`config.mk`:
```
export PLATFORM = sky130hd
export DESIGN_NAME = ray_thread_generator
export DESIGN_NICKNAME = d
export VERILOG_FILES = /design/src/rtl/ray_thread_generator_pkg.sv /design/src/rtl/ray_thread_generator_raster.sv /design/src/rtl/ray_thread_generator.sv
export SDC_FILE = /design/constraint.sdc
export NUM_CORES = 1
export LEC_CHECK = 0
export BUFFER_PORTS_ARGS = -buffer_cell sky130_fd_sc_hd__buf_4
export CORE_ASPECT_RATIO = 1.4
export CORE_MARGIN = 2
export CORE_UTILIZATION = 45
export DETAILED_ROUTE_END_ITERATION = 16
export PLACE_DENSITY = 0.8
export RECOVER_POWER = 100
export SYNTH_ARGS = -nofsm -noshare
export SYNTH_HDL_FRONTEND = slang
export SYNTH_SLANG_ARGS = --single-unit
```
`constraint.sdc`:
```
create_clock -name clk -period 1.9 [get_ports clk]
set_clock_uncertainty 0.2 [all_clocks]
set_input_delay 0.19 -clock clk [delete_from_list [all_inputs] [get_ports clk]]
set_output_delay 0.19 -clock clk [all_outputs]
set_load 0.01 [all_outputs]
```
`src/rtl/ray_thread_generator_pkg.sv`:
```
// Shared types for the primary-ray thread generator and its consumers.
package ray_thread_generator_pkg;

    // Default frame geometry and ray-core count used by the Surface pipeline.
    localparam int DEFAULT_WIDTH  = 160;
    localparam int DEFAULT_HEIGHT = 120;
    localparam int RAY_CORE_SIZE  = 4;

    localparam int DEFAULT_X_W    = $clog2(DEFAULT_WIDTH);
    localparam int DEFAULT_Y_W    = $clog2(DEFAULT_HEIGHT);
    localparam int DEFAULT_IDX_W  = $clog2(DEFAULT_WIDTH * DEFAULT_HEIGHT);
    localparam int DEFAULT_CORE_W = $clog2(RAY_CORE_SIZE);

    // Thread coordinate bundle at default geometry, shaped so Surface's
    // input_data can absorb it directly.
    typedef struct packed {
        logic [DEFAULT_X_W-1:0]    x;
        logic [DEFAULT_Y_W-1:0]    y;
        logic [DEFAULT_IDX_W-1:0]  pixel_index;
        logic [DEFAULT_CORE_W-1:0] core_id;
    } thread_coord_t;

    // Generator control states.
    typedef enum logic [1:0] {
        IDLE    = 2'd0,
        WAIT_RS = 2'd1,
        RUN     = 2'd2,
        DONE    = 2'd3
    } tg_state_t;

endpackage

```
`src/rtl/ray_thread_generator_raster.sv`:
```
// Raster-order pixel counter: x/y/linear index plus round-robin core id.
// Everything is incremented and compared against the frame bounds; the
// linear index never goes through a multiplier.
module raster_counter
    import ray_thread_generator_pkg::*;
#(
    parameter int WIDTH     = DEFAULT_WIDTH,
    parameter int HEIGHT    = DEFAULT_HEIGHT,
    parameter int CORE_SIZE = RAY_CORE_SIZE,
    parameter int X_W       = $clog2(WIDTH),
    parameter int Y_W       = $clog2(HEIGHT),
    parameter int IDX_W     = $clog2(WIDTH * HEIGHT),
    parameter int CORE_W    = (CORE_SIZE > 1) ? $clog2(CORE_SIZE) : 1
) (
    input  logic              clk,
    input  logic              rst,
    input  logic              clear,
    input  logic              advance,
    output logic [X_W-1:0]    x,
    output logic [Y_W-1:0]    y,
    output logic [IDX_W-1:0]  pixel_index,
    output logic [CORE_W-1:0] core_id,
    output logic              last_pixel
);

    logic x_last;
    logic y_last;
    logic core_last;

    assign x_last     = (x == X_W'(WIDTH - 1));
    assign y_last     = (y == Y_W'(HEIGHT - 1));
    assign core_last  = (core_id == CORE_W'(CORE_SIZE - 1));
    assign last_pixel = x_last && y_last;

    // Step to the next pixel on advance; the last pixel folds everything
    // back to zero so an idle generator presents a clean origin.
    always_ff @(posedge clk or posedge rst) begin
        if (rst) begin
            x           <= '0;
            y           <= '0;
            pixel_index <= '0;
            core_id     <= '0;
        end else if (clear) begin
            x           <= '0;
            y           <= '0;
            pixel_index <= '0;
            core_id     <= '0;
        end else if (advance) begin
            if (last_pixel) begin
                x           <= '0;
                y           <= '0;
                pixel_index <= '0;
                core_id     <= '0;
            end else begin
                if (x_last) begin
                    x <= '0;
                    y <= y + 1'b1;
                end else begin
                    x <= x + 1'b1;
                end
                pixel_index <= pixel_index + 1'b1;
                core_id     <= core_last ? '0 : core_id + 1'b1;
            end
        end
    end

endmodule

```
`src/rtl/ray_thread_generator.sv`:
```
// Primary-ray thread generator: on a frame strobe, waits for RenderState and
// then emits one thread per accepted cycle in raster order.
//
// Handshake: a thread is offered while valid=1 and is consumed on any cycle
// where valid=1 and output_fifo_full=0 (output_fifo_full acts as !ready).
// While full is high the offered thread and all its fields are held stable;
// valid never drops before the offered thread has been consumed.
module ray_thread_generator
    import ray_thread_generator_pkg::*;
#(
    parameter int WIDTH     = DEFAULT_WIDTH,
    parameter int HEIGHT    = DEFAULT_HEIGHT,
    parameter int CORE_SIZE = RAY_CORE_SIZE,
    parameter int X_W       = $clog2(WIDTH),
    parameter int Y_W       = $clog2(HEIGHT),
    parameter int IDX_W     = $clog2(WIDTH * HEIGHT),
    parameter int CORE_W    = (CORE_SIZE > 1) ? $clog2(CORE_SIZE) : 1
) (
    input  logic              clk,
    input  logic              reset,
    input  logic              strobe,
    input  logic              rs_valid,
    input  logic              output_fifo_full,
    output logic              valid,
    output logic [X_W-1:0]    x,
    output logic [Y_W-1:0]    y,
    output logic [IDX_W-1:0]  pixel_index,
    output logic [CORE_W-1:0] core_id,
    output logic              busy,
    output logic              frame_done,
    output logic [15:0]       frame_count,
    output tg_state_t         dbg_state
);

    tg_state_t state;
    tg_state_t state_next;
    logic      rs_q;
    logic      clear_cnt;
    logic      accept;
    logic      last_pixel;

    // All status outputs are decoded from the registered state only.
    assign valid      = (state == RUN);
    assign busy       = (state == WAIT_RS) || (state == RUN);
    assign frame_done = (state == DONE);
    assign dbg_state  = state;
    assign accept     = valid && !output_fifo_full;

    // RenderState valid is registered so emission starts from a clean flop.
    always_ff @(posedge clk or posedge reset) begin
        if (reset) rs_q <= 1'b0;
        else       rs_q <= rs_valid;
    end

    // State register.
    always_ff @(posedge clk or posedge reset) begin
        if (reset) state <= IDLE;
        else       state <= state_next;
    end

    // Next-state logic; strobes outside IDLE fall through unused.
    always_comb begin
        state_next = state;
        clear_cnt  = 1'b0;
        case (state)
            IDLE: begin
                if (strobe) begin
                    state_next = WAIT_RS;
                    clear_cnt  = 1'b1;
                end
            end
            WAIT_RS: begin
                if (rs_q) state_next = RUN;
            end
            RUN: begin
                if (accept && last_pixel) state_next = DONE;
            end
            DONE: begin
                state_next = IDLE;
            end
            default: begin
                state_next = IDLE;
            end
        endcase
    end

    // Completed-frame counter, bumped as the last pixel is consumed so it
    // already reads the new value during the frame_done pulse.
    always_ff @(posedge clk or posedge reset) begin
        if (reset)                    frame_count <= '0;
        else if (accept && last_pixel) frame_count <= frame_count + 16'd1;
    end

    raster_counter #(
        .WIDTH     (WIDTH),
        .HEIGHT    (HEIGHT),
        .CORE_SIZE (CORE_SIZE),
        .X_W       (X_W),
        .Y_W       (Y_W),
        .IDX_W     (IDX_W),
        .CORE_W    (CORE_W)
    ) u_raster (
        .clk         (clk),
        .rst         (reset),
        .clear       (clear_cnt),
        .advance     (accept),
        .x           (x),
        .y           (y),
        .pixel_index (pixel_index),
        .core_id     (core_id),
        .last_pixel  (last_pixel)
    );

endmodule

```
==> results.toml, run 1 <==
[flow_run]
cap_violations = 0

[hold_path]
hold_class = "primary input to register"

[final_layout]
layout-drive-gt1-share_pct = 37.0
post-route-util_pct = 68.3
antenna-diode-count = 0
final_cell_area_um2 = 3750
nets = 379
layoutNonFillerInstCount = 433
area_growth_pct = 46.7
fillers = 430

[floorplanning]
core_um2 = 5490
row_count = 32
die_x_um = 67.7
start_util_pct = 46.6
dieHeight_um = 93.2
io_pins = 58
die_area_um2 = 6300

[clocking]
htree_levels = 2
clkLatencyLatePin_ns = 0.31
clock-root-buffer = "clkbuf_8"
cts.sinks = 51
path_clk_slew_ns = 0.09
clockBufferDepth = 2
cts_tree = "yes"
cts_buffers = 5

[logic_synthesis]
syn_area_um2 = 2550
ys_warn_count = 0
synth.most_common_cell = "dfrtp_1"
ys_async_sr_fraction_pct = 100
ys_top_cells_by_area = "dfrtp_1, xor2_1, xnor2_1"
synth_nets = 264
synth.avg_cell_area_um2 = 10.3
yosysUniqueCellTypes = 44
yosys.area_share.adder_pct = 4.90
synth.mux.area_fraction_pct = 0.881
synthSimpleGateAreaFrac_pct = 23.8
ys.flop_type = "dfrtp_1"
synth-compound-area-share_pct = 7.69
synth_top_family_by_area = "simple AND/OR/NAND/NOR gates"
yosysTopAreaCell = "dfrtp_1"
ys_ff_latch = 51
ys_top_cells_by_count = "dfrtp_1, nor2_1, nand2_1"
synthXorXnorAreaFrac_pct = 11.3
synth-seq-area-share_pct = 50.0
yosysTopAreaCellShare_pct = 50.0
synth-edff-count = 0
synth_cells = 249

[power]
switching_power_w = 0.00125
combinationalPowerShare_pct = 42.7
swShare_pct = 34.2
peakVddDrop_uv = 596
power_frac_clock_pct = 20.7
totalPowerFinal_w = 0.00367
p_leak_nw = 1.78
seqPwrFrac_pct = 36.5
p_per_area_nw_per_um2 = 978
intPower_w = 0.00241

[sta]
fin_crit_sh_pct = 106
drv_slew = 0
setup_viol = 32
min_period_ns = 2.01
whs_ns = 0.216
finalHoldViolations = 0
relSlewSlack_pct = 46.1
max_freq_ghz = 0.499
rsz0062_at_grt = "true"
setup_ws_ns = -0.106
tightest_slew_ns = 0.807

[routing]
drtIter0Drc = 59
detail_route.vias_per_cell = 5.38
antenna_left = 0
route.vias.total = 2328
drc = 0
firstDrtPassIters = 4
wirelength_um = 6810
wl_per_cell_um = 15.7

[placed_design]
numPortBuffers = 57
gp_congestion = 0.856
placedInstanceArea_um2 = 3470
dp.cells = 412
dp_hpwl_um = 4870

[global_routing]
grt_pass1_wl_um = 10400
use_met3_pct = 3.73
grt-ovfl-total = 0
antenna_found_initial = 0
grt_max_degree = 31
grt_usage_pct = 21.6
grt-busiest-layer = "met2"
grt_use_met1_pct = 23.1
grt.met2_usage_pct = 40.8
grt_pass1_vias = 2383

[critical_path]
critPathLaunchType = "register"
cp.required_ns = 1.94
slowest_delay_ns = 0.43
arrival_ns = 2.05
path_class = "register to register"
critPathSlowestCell = "dfrtp_2"
crit_top_cell = "buf_6"
cp_cell_sequence = "inv_4 -> ha_4 -> buf_4 -> buf_6 -> nor2b_4 -> buf_6 -> nand2_4 -> a31oi_4 -> a41oi_2 -> a31oi_1"
path_max_fanout = 4
worstSetupEndpointType = "register"

[run_status]
violations = "setup timing"
outcome = "finished, violations left"
-- critical path, delay by kind of cell, from the launching register on --
kind	cells	cell delay [ns]
flops	1	0.43
fa+ha+maj	1	0.15
simple gates	2	0.23
compound gates	3	0.53
buf+inv	4	0.40
-- path summary, 6_finish.rpt --
path                                             start                                   end  slack [ns]  depth (start not counted)
max                           dbg_state[0]$_DFFE_PP0P_  u_raster.pixel_index[14]$_DFFE_PP0P_       -0.11                         10
min reg2reg                frame_count[15]$_DFFE_PP0P_           frame_count[15]$_DFFE_PP0P_        0.27                          1
min in group asynchronous                        reset  u_raster.pixel_index[11]$_DFFE_PP0P_        0.38                          3
min                                   output_fifo_full             u_raster.x[6]$_DFFE_PP0P_        0.22                          5
max reg2reg                   dbg_state[0]$_DFFE_PP0P_  u_raster.pixel_index[14]$_DFFE_PP0P_       -0.11                         10
max in group asynchronous                        reset             u_raster.x[3]$_DFFE_PP0P_        0.22                          4
-- per-layer routing --
layer  wire, µm  up-vias
li1           -     1106
met1       2540     1151
met2       3830       58
met3        292       13
met4        140        0
met5          0        -
-- sequential cells by signal, summed over array words and instances, names as in the netlist --
signal	cells
dbg_state	2
u_raster.x	8
rs_q	1
u_raster.y	7
u_raster.pixel_index	15
frame_count	16
u_raster.core_id	2
-- through the flow --
stage | setup TNS, ns | setup slack [ns]
CTS | -0.448 | -0.105
floorplan | -1.09 | -0.115
detailed placement | -1.40 | -0.0943
global route | -4.90 | -0.190
global placement | -0.397 | -0.0629
finish | -1.15 | -0.106
-- cell usage in the layout (no fill, tap or decap), drive strengths merged, types with 2 or more instances in the layout --
cell type	count
a31oi	3
nor2	35
nor3	5
xor2	17
nand3	16
and3	5
o31ai	2
a22o	3
clkinv	2
nand4	8
buf	74
nand4b	2
mux2	2
nor2b	2
a21oi	5
or3	2
o21ai	6
clkbuf	39
dfrtp	51
a21o	2
nand2	29
dlygate4sd3	2
ha	10
inv	8
and4	2
xnor2	16
-- layout make-up --
type	instances	area (µm²)	area share [%]
Multi-Input combinational cell	188	1500	40.0
Sequential cell	51	1280	34.1
Timing Repair Buffer	110	742	19.8
Tap cell	68	85.1	2.27
Clock buffer	5	68.8	1.84
Clock inverter	3	43.8	1.17
Inverter	8	32.5	0.868
-- what timing repair did --
item,in CTS,in global routing
resized for setup,17,28
pin swaps,7,15
hold buffers,2,0
endpoints found under the setup margin,37,45
hold endpoints to repair,22,0
buffers inserted,5,7
-- power groups by stage --
stage               registers (W)  clock network (W)  logic, W
floorplan                 0.00142                  0  0.000552
global placement          0.00134                  0   0.00130
detailed placement        0.00135                  0   0.00134
CTS                       0.00133           0.000769   0.00145
global route              0.00135           0.000818   0.00168
finish                    0.00134           0.000760   0.00157
-- cell families after synthesis --
family	count (synthesis)
compound gates	29
mux	2
xor+xnor	33
flops	51
buf+inv	10
simple gates	114
fa+ha+maj	10
No activity file was read; power rests on OpenSTA's default activity.
==> run 2: changes to the inputs <==
--- a/config.mk
+++ b/config.mk
@@ -8,9 +8,9 @@
 export BUFFER_PORTS_ARGS = -buffer_cell sky130_fd_sc_hd__buf_4
 export CORE_ASPECT_RATIO = 1.4
 export CORE_MARGIN = 2
-export CORE_UTILIZATION = 45
+export CORE_UTILIZATION = 32
+export CTS_CLUSTER_DIAMETER = 30
 export DETAILED_ROUTE_END_ITERATION = 16
-export PLACE_DENSITY = 0.8
 export RECOVER_POWER = 100
 export SYNTH_ARGS = -nofsm -noshare
 export SYNTH_HDL_FRONTEND = slang
==> run 2 against run 1 <==
  * First-iteration DRC count grew 59%
  * Via count decreased by 3.0%
  * Final area grew 6.2%
  * The run still ends with setup timing left
  * Largest cell class unchanged
  * Routed wire length shrank 0.43%
  * Worst setup slack better by 0.057 ns
  * Global-route usage down 6.5 points
  * Utilization down 17 points
  * Cell count rose by 7.2%
  * Sequential cell count stayed put
  * Sequential power about the same
==> results.toml, run 2 (synthesis gave the netlist of run 1 again) <==
[run_status]
outcome = "finished, violations left"
violations = "setup timing"

[clocking]
clockBufferDepth = 2
cts_tree = "yes"
clock-root-buffer = "clkbuf_8"
clkLatencyLatePin_ns = 0.31
htree_levels = 2
cts.sinks = 51
path_clk_slew_ns = 0.09
cts_buffers = 5

[final_layout]
final_common_cell = "buf_4"
layout-drive-gt1-share_pct = 43.4
antenna-diode-count = 0
area_growth_pct = 55.9
reg.largest.list = "frame_count: 16 flops, u_raster.pixel_index: 15 flops, u_raster.x: 8 flops"
nets = 379
final_cell_area_um2 = 3980
fillers = 726
largest_register = "frame_count"
layout_common_cells = "buf_4, dfrtp_1, nand2_1"
largest_register_ffs = 16
layoutNonFillerInstCount = 464

[placed_design]
dp_hpwl_um = 4800
gp_congestion = 0.773
placedInstanceArea_um2 = 3510
numPortBuffers = 57
dp.cells = 446

[power]
combinationalPowerShare_pct = 43.7
switching_power_w = 0.00128
peakVddDrop_uv = 362
totalPowerFinal_w = 0.00373
intPower_w = 0.00245
swShare_pct = 34.2
p_per_area_nw_per_um2 = 937
p_leak_nw = 1.86
power_frac_clock_pct = 20.4
seqPwrFrac_pct = 35.9

[routing]
drc = 0
route.vias.total = 2259
wl_per_cell_um = 14.6
firstDrtPassIters = 4
antenna_left = 0
wirelength_um = 6780
detail_route.vias_per_cell = 4.87
drtIter0Drc = 94

[critical_path]
critPathBufInv = 4
critPathLaunchType = "register"
cp_cell_sequence = "inv_2 -> ha_4 -> nand4b_1 -> nor4_4 -> buf_4 -> nand4_4 -> buf_12 -> buf_6 -> xnor2_1"
critPathSlowestCell = "dfrtp_2"
path_max_fanout = 6
cp.required_ns = 1.91
arrival_ns = 1.96
slowest_delay_ns = 0.42
cp_top_family = "buffers and inverters"
worstSetupEndpointType = "register"
path_class = "register to register"

[floorplanning]
row_count = 38
start_util_pct = 33.0
dieHeight_um = 110
core_um2 = 7750
die_area_um2 = 8730
io_pins = 58
die_x_um = 79.5

[global_routing]
grt_max_degree = 28
grt-busiest-layer = "met2"
use_met3_pct = 2.22
grt_pass1_vias = 2191
antenna_found_initial = 0
grt-ovfl-total = 0
grt_pass1_wl_um = 10400
grt_usage_pct = 15.1
grt.met2_usage_pct = 28.2
grt_use_met1_pct = 17.6

[sta]
relSlewSlack_pct = 53.5
rsz0062_at_grt = "true"
setup_ws_ns = -0.0492
finalHoldViolations = 0
fin_crit_sh_pct = 103
tightest_slew_ns = 0.698
whs_ns = 0.101
setup_viol = 12
drv_slew = 0
min_period_ns = 1.95
max_freq_ghz = 0.513

[flow_run]
cap_violations = 0

[hold_path]
hold_class = "primary input to register"
run 2: through the flow:
| stage | setup WS, ns | util, % | TNS (ns) |
|---|---|---|---|
| after global placement | -0.181 | 45.3 | -1.85 |
| after global routing | -0.143 | 51.4 | -2.16 |
| after floorplan | -0.115 | - | -1.09 |
| after detailed placement | -0.199 | 45.3 | -1.94 |
| final | -0.0492 | 51.4 | -0.303 |
| after CTS | -0.106 | 49.2 | -0.764 |
run 2: path summary, 6_finish.rpt:
kind,from,end,slack [ns],cells after the start
max in group asynchronous,reset,dbg_state[1]$_DFFE_PP0P_,0.34,4
worst min register to register,frame_count[15]$_DFFE_PP0P_,frame_count[15]$_DFFE_PP0P_,0.27,1
worst max register to register,dbg_state[0]$_DFFE_PP0P_,frame_count[3]$_DFFE_PP0P_,-0.05,9
worst min-delay path,output_fifo_full,u_raster.x[1]$_DFFE_PP0P_,0.10,5
min in group asynchronous,reset,u_raster.core_id[1]$_DFFE_PP0P_,0.17,3
worst max-delay path,dbg_state[0]$_DFFE_PP0P_,frame_count[3]$_DFFE_PP0P_,-0.05,9
run 2: final cells by class:
| cell class | count | area (µm²) | area share (%) |
|---|---|---|---|
| Sequential cell | 51 | 1280 | 32.1 |
| Timing Repair Buffer | 110 | 848 | 21.3 |
| Multi-Input combinational cell | 188 | 1590 | 40.0 |
| Clock buffer | 5 | 68.8 | 1.73 |
| Tap cell | 100 | 125 | 3.14 |
| Clock inverter | 2 | 37.5 | 0.943 |
| Inverter | 8 | 30.0 | 0.754 |
run 2: power groups by stage:
stage	clock, W	sequential (W)	combinational, W
detailed placement	0	0.00135	0.00131
finish	0.000760	0.00134	0.00163
global route	0.000812	0.00136	0.00178
CTS	0.000772	0.00133	0.00152
global placement	0	0.00135	0.00128
floorplan	0	0.00142	0.000552
run 2: repair_timing:
item	CTS	global route
hold endpoints to repair	52	0
pin swaps	19	23
cloned	1	0
setup endpoints to repair	36	41
gates resized for setup	24	39
hold buffers	2	0
setup buffers	5	5
run 2: per-layer routing:
metal | vias to the layer above | part of all wire (%)
met5 | - | 0
met4 | 0 | 1.4
met3 | 6 | 3.3
met2 | 45 | 54
met1 | 1118 | 41
li1 | 1090 | -
run 2: worst min-delay path, delay by kind of cell:
| kind | cells | cell delay [ns] |
|---|---|---|
| simple gates | 2 | 0.11 |
| compound gates | 1 | 0.05 |
| buf+inv | 2 | 0.23 |
==> run 3: changes to the inputs <==
--- a/config.mk
+++ b/config.mk
@@ -6,12 +6,14 @@
 export NUM_CORES = 1
 export LEC_CHECK = 0
 export BUFFER_PORTS_ARGS = -buffer_cell sky130_fd_sc_hd__buf_4
+export CAP_MARGIN = 0
 export CORE_ASPECT_RATIO = 1.4
 export CORE_MARGIN = 2
 export CORE_UTILIZATION = 32
 export CTS_CLUSTER_DIAMETER = 30
 export DETAILED_ROUTE_END_ITERATION = 16
 export RECOVER_POWER = 100
+export REMOVE_ABC_BUFFERS = 1
 export SYNTH_ARGS = -nofsm -noshare
 export SYNTH_HDL_FRONTEND = slang
 export SYNTH_SLANG_ARGS = --single-unit
==> run 3 against run 2 <==
  * Cell count increased by 3.7%
  * Die area unchanged
  * Non-clock buffer count grew 16
  * Largest cell class unchanged
  * Global-route usage grew 1.1 points
  * Highest routed layer unchanged
  * Clock-buffer cell count increased by 1
  * Maximum frequency down 2.8%
  * Sequential cell count stayed put
  * Worst hold slack better by 0.024 ns
  * The run still ends with setup timing left
  * Register-to-register slack worse by 0.06 ns
  * Critical path depth shrank 3
  * Utilization rose by 0.47 points
  * Routed wire length up 6.5%
==> results.toml, run 3 (synthesis gave the netlist of run 1 again) <==
[sta]
setup_ws_ns = -0.105
tightest_slew_ns = 0.638
finalHoldViolations = 0
max_freq_ghz = 0.499
drv_slew = 0
min_period_ns = 2.00
whs_ns = 0.124
setup_viol = 18
rsz0062_at_grt = "true"
relSlewSlack_pct = 57.4
fin_crit_sh_pct = 106

[global_routing]
grt_usage_pct = 16.2
grt_pass1_vias = 2332
grt-ovfl-total = 0
antenna_found_initial = 0
grt_pass1_wl_um = 10900
grt_max_degree = 36

[placed_design]
numPortBuffers = 57
dp_hpwl_um = 4900
placedInstanceArea_um2 = 3510
gp_congestion = 0.800

[final_layout]
final_cell_area_um2 = 4020
area_growth_pct = 57.3
layout_common_cells = "buf_4, dfrtp_1, clkbuf_1"
layout-drive-gt1-share_pct = 40.2
fillers = 714
largest_register_ffs = 16
reg.largest.list = "frame_count: 16 flops, u_raster.pixel_index: 15 flops, u_raster.x: 8 flops"
final_common_cell = "buf_4"
largest_register = "frame_count"
nets = 395
antenna-diode-count = 0

[routing]
wirelength_um = 7220
route.vias.total = 2358
detail_route.vias_per_cell = 4.90
wl_per_cell_um = 15.0
antenna_left = 0
drc = 0
firstDrtPassIters = 4
drtIter0Drc = 101

[critical_path]
path_class = "register to register"
critPathLaunchType = "register"
worstSetupEndpointType = "register"
arrival_ns = 2.01
cp.required_ns = 1.90
reg2reg_slack_ns = -0.10
path_max_fanout = 4

[floorplanning]
start_util_pct = 33.0
dieHeight_um = 110
die_x_um = 79.5
row_count = 38
die_area_um2 = 8730
io_pins = 58
core_um2 = 7750

[power]
peakVddDrop_uv = 485
p_per_area_nw_per_um2 = 975
switching_power_w = 0.00131
power_frac_clock_pct = 20.4
seqPwrFrac_pct = 33.8
combinationalPowerShare_pct = 45.7
swShare_pct = 33.4
totalPowerFinal_w = 0.00392
p_leak_nw = 1.89
intPower_w = 0.00261

[clocking]
cts.sinks = 51
htree_levels = 2
path_clk_slew_ns = 0.09
cts_tree = "yes"
cts_buffers = 5
clkLatencyLatePin_ns = 0.32
clock-root-buffer = "clkbuf_8"
clockBufferDepth = 2

[run_status]
violations = "setup timing"
outcome = "finished, violations left"

[flow_run]
cap_violations = 0

[hold_path]
hold_class = "primary input to register"
==> run 3: layout make-up <==
type	count	area (µm²)	area share (%)
flip-flops and latches	51	1280	31.8
inverters	8	30.0	0.747
clock buffers	6	82.6	2.05
multi-input cells	188	1600	39.8
repair buffers	126	868	21.6
clock inverters	2	35.0	0.872
well taps	100	125	3.11
==> run 3: per-stage QoR <==
stage | cells | TNS [ns] | setup slack (ns) | utilization (%)
final | 481 | -0.935 | -0.105 | 51.9
after global placement | 456 | -1.04 | -0.121 | 45.4
after detailed placement | 456 | -2.48 | -0.203 | 45.4
after floorplan | 247 | -6.22 | -0.293 | -
after CTS | 472 | -0.276 | -0.0597 | 49.6
after global routing | 481 | -3.42 | -0.195 | 51.9
==> run 3: path summary, 6_finish.rpt <==
kind / startpoint / end / depth (start not counted)
worst max register to register: u_raster.y[1]$_DFFE_PP0P_ / dbg_state[1]$_DFFE_PP0P_ / 6
min in group asynchronous: reset / frame_count[15]$_DFFE_PP0P_ / 3
max in group asynchronous: reset / dbg_state[1]$_DFFE_PP0P_ / 4
worst min register to register: frame_count[15]$_DFFE_PP0P_ / frame_count[15]$_DFFE_PP0P_ / 1
worst max-delay path: u_raster.y[1]$_DFFE_PP0P_ / dbg_state[1]$_DFFE_PP0P_ / 6
worst min-delay path: output_fifo_full / u_raster.x[1]$_DFFE_PP0P_ / 5
==> run 3: power by group through the flow <==
stage | Clock, W | Combinational, W | Sequential [W]
after detailed placement | 0 | 0.00137 | 0.00132
after floorplan | 0 | 0.000505 | 0.00140
after CTS | 0.000820 | 0.00154 | 0.00131
after global placement | 0 | 0.00134 | 0.00132
final | 0.000800 | 0.00179 | 0.00133
after global routing | 0.000865 | 0.00193 | 0.00134
==> run 3: routing by layer <==
| metal | part of all wire (%) | global-route usage, % | routed length, µm | up-vias |
|---|---|---|---|---|
| met4 | 2.2 | 7.02 | 157 | 0 |
| li1 | - | - | - | 1136 |
| met1 | 41 | 18.8 | 2930 | 1156 |
| met3 | 3.0 | 1.97 | 214 | 15 |
| met5 | 0 | 0 | 0 | - |
| met2 | 54 | 29.7 | 3920 | 51 |
==> run 3: repair_timing <==
action / 4_1_cts / 5_1_grt
gates resized for setup: 31 / 54
cloned: 0 / 1
pin swaps: 14 / 26
endpoints found under the setup margin: 39 / 41
hold endpoints to repair: 17 / 0
buffers inserted: 6 / 8
hold buffers: 2 / 0
==> run 3: critical path, cell delays in order, from the launching register on <==
cell and delay [ns]:
dfrtp_1 0.43, ha_4 0.17, and3_4 0.19, and4b_2 0.30, nand2_2 0.10, a21oi_2 0.19, mux2_4 0.32
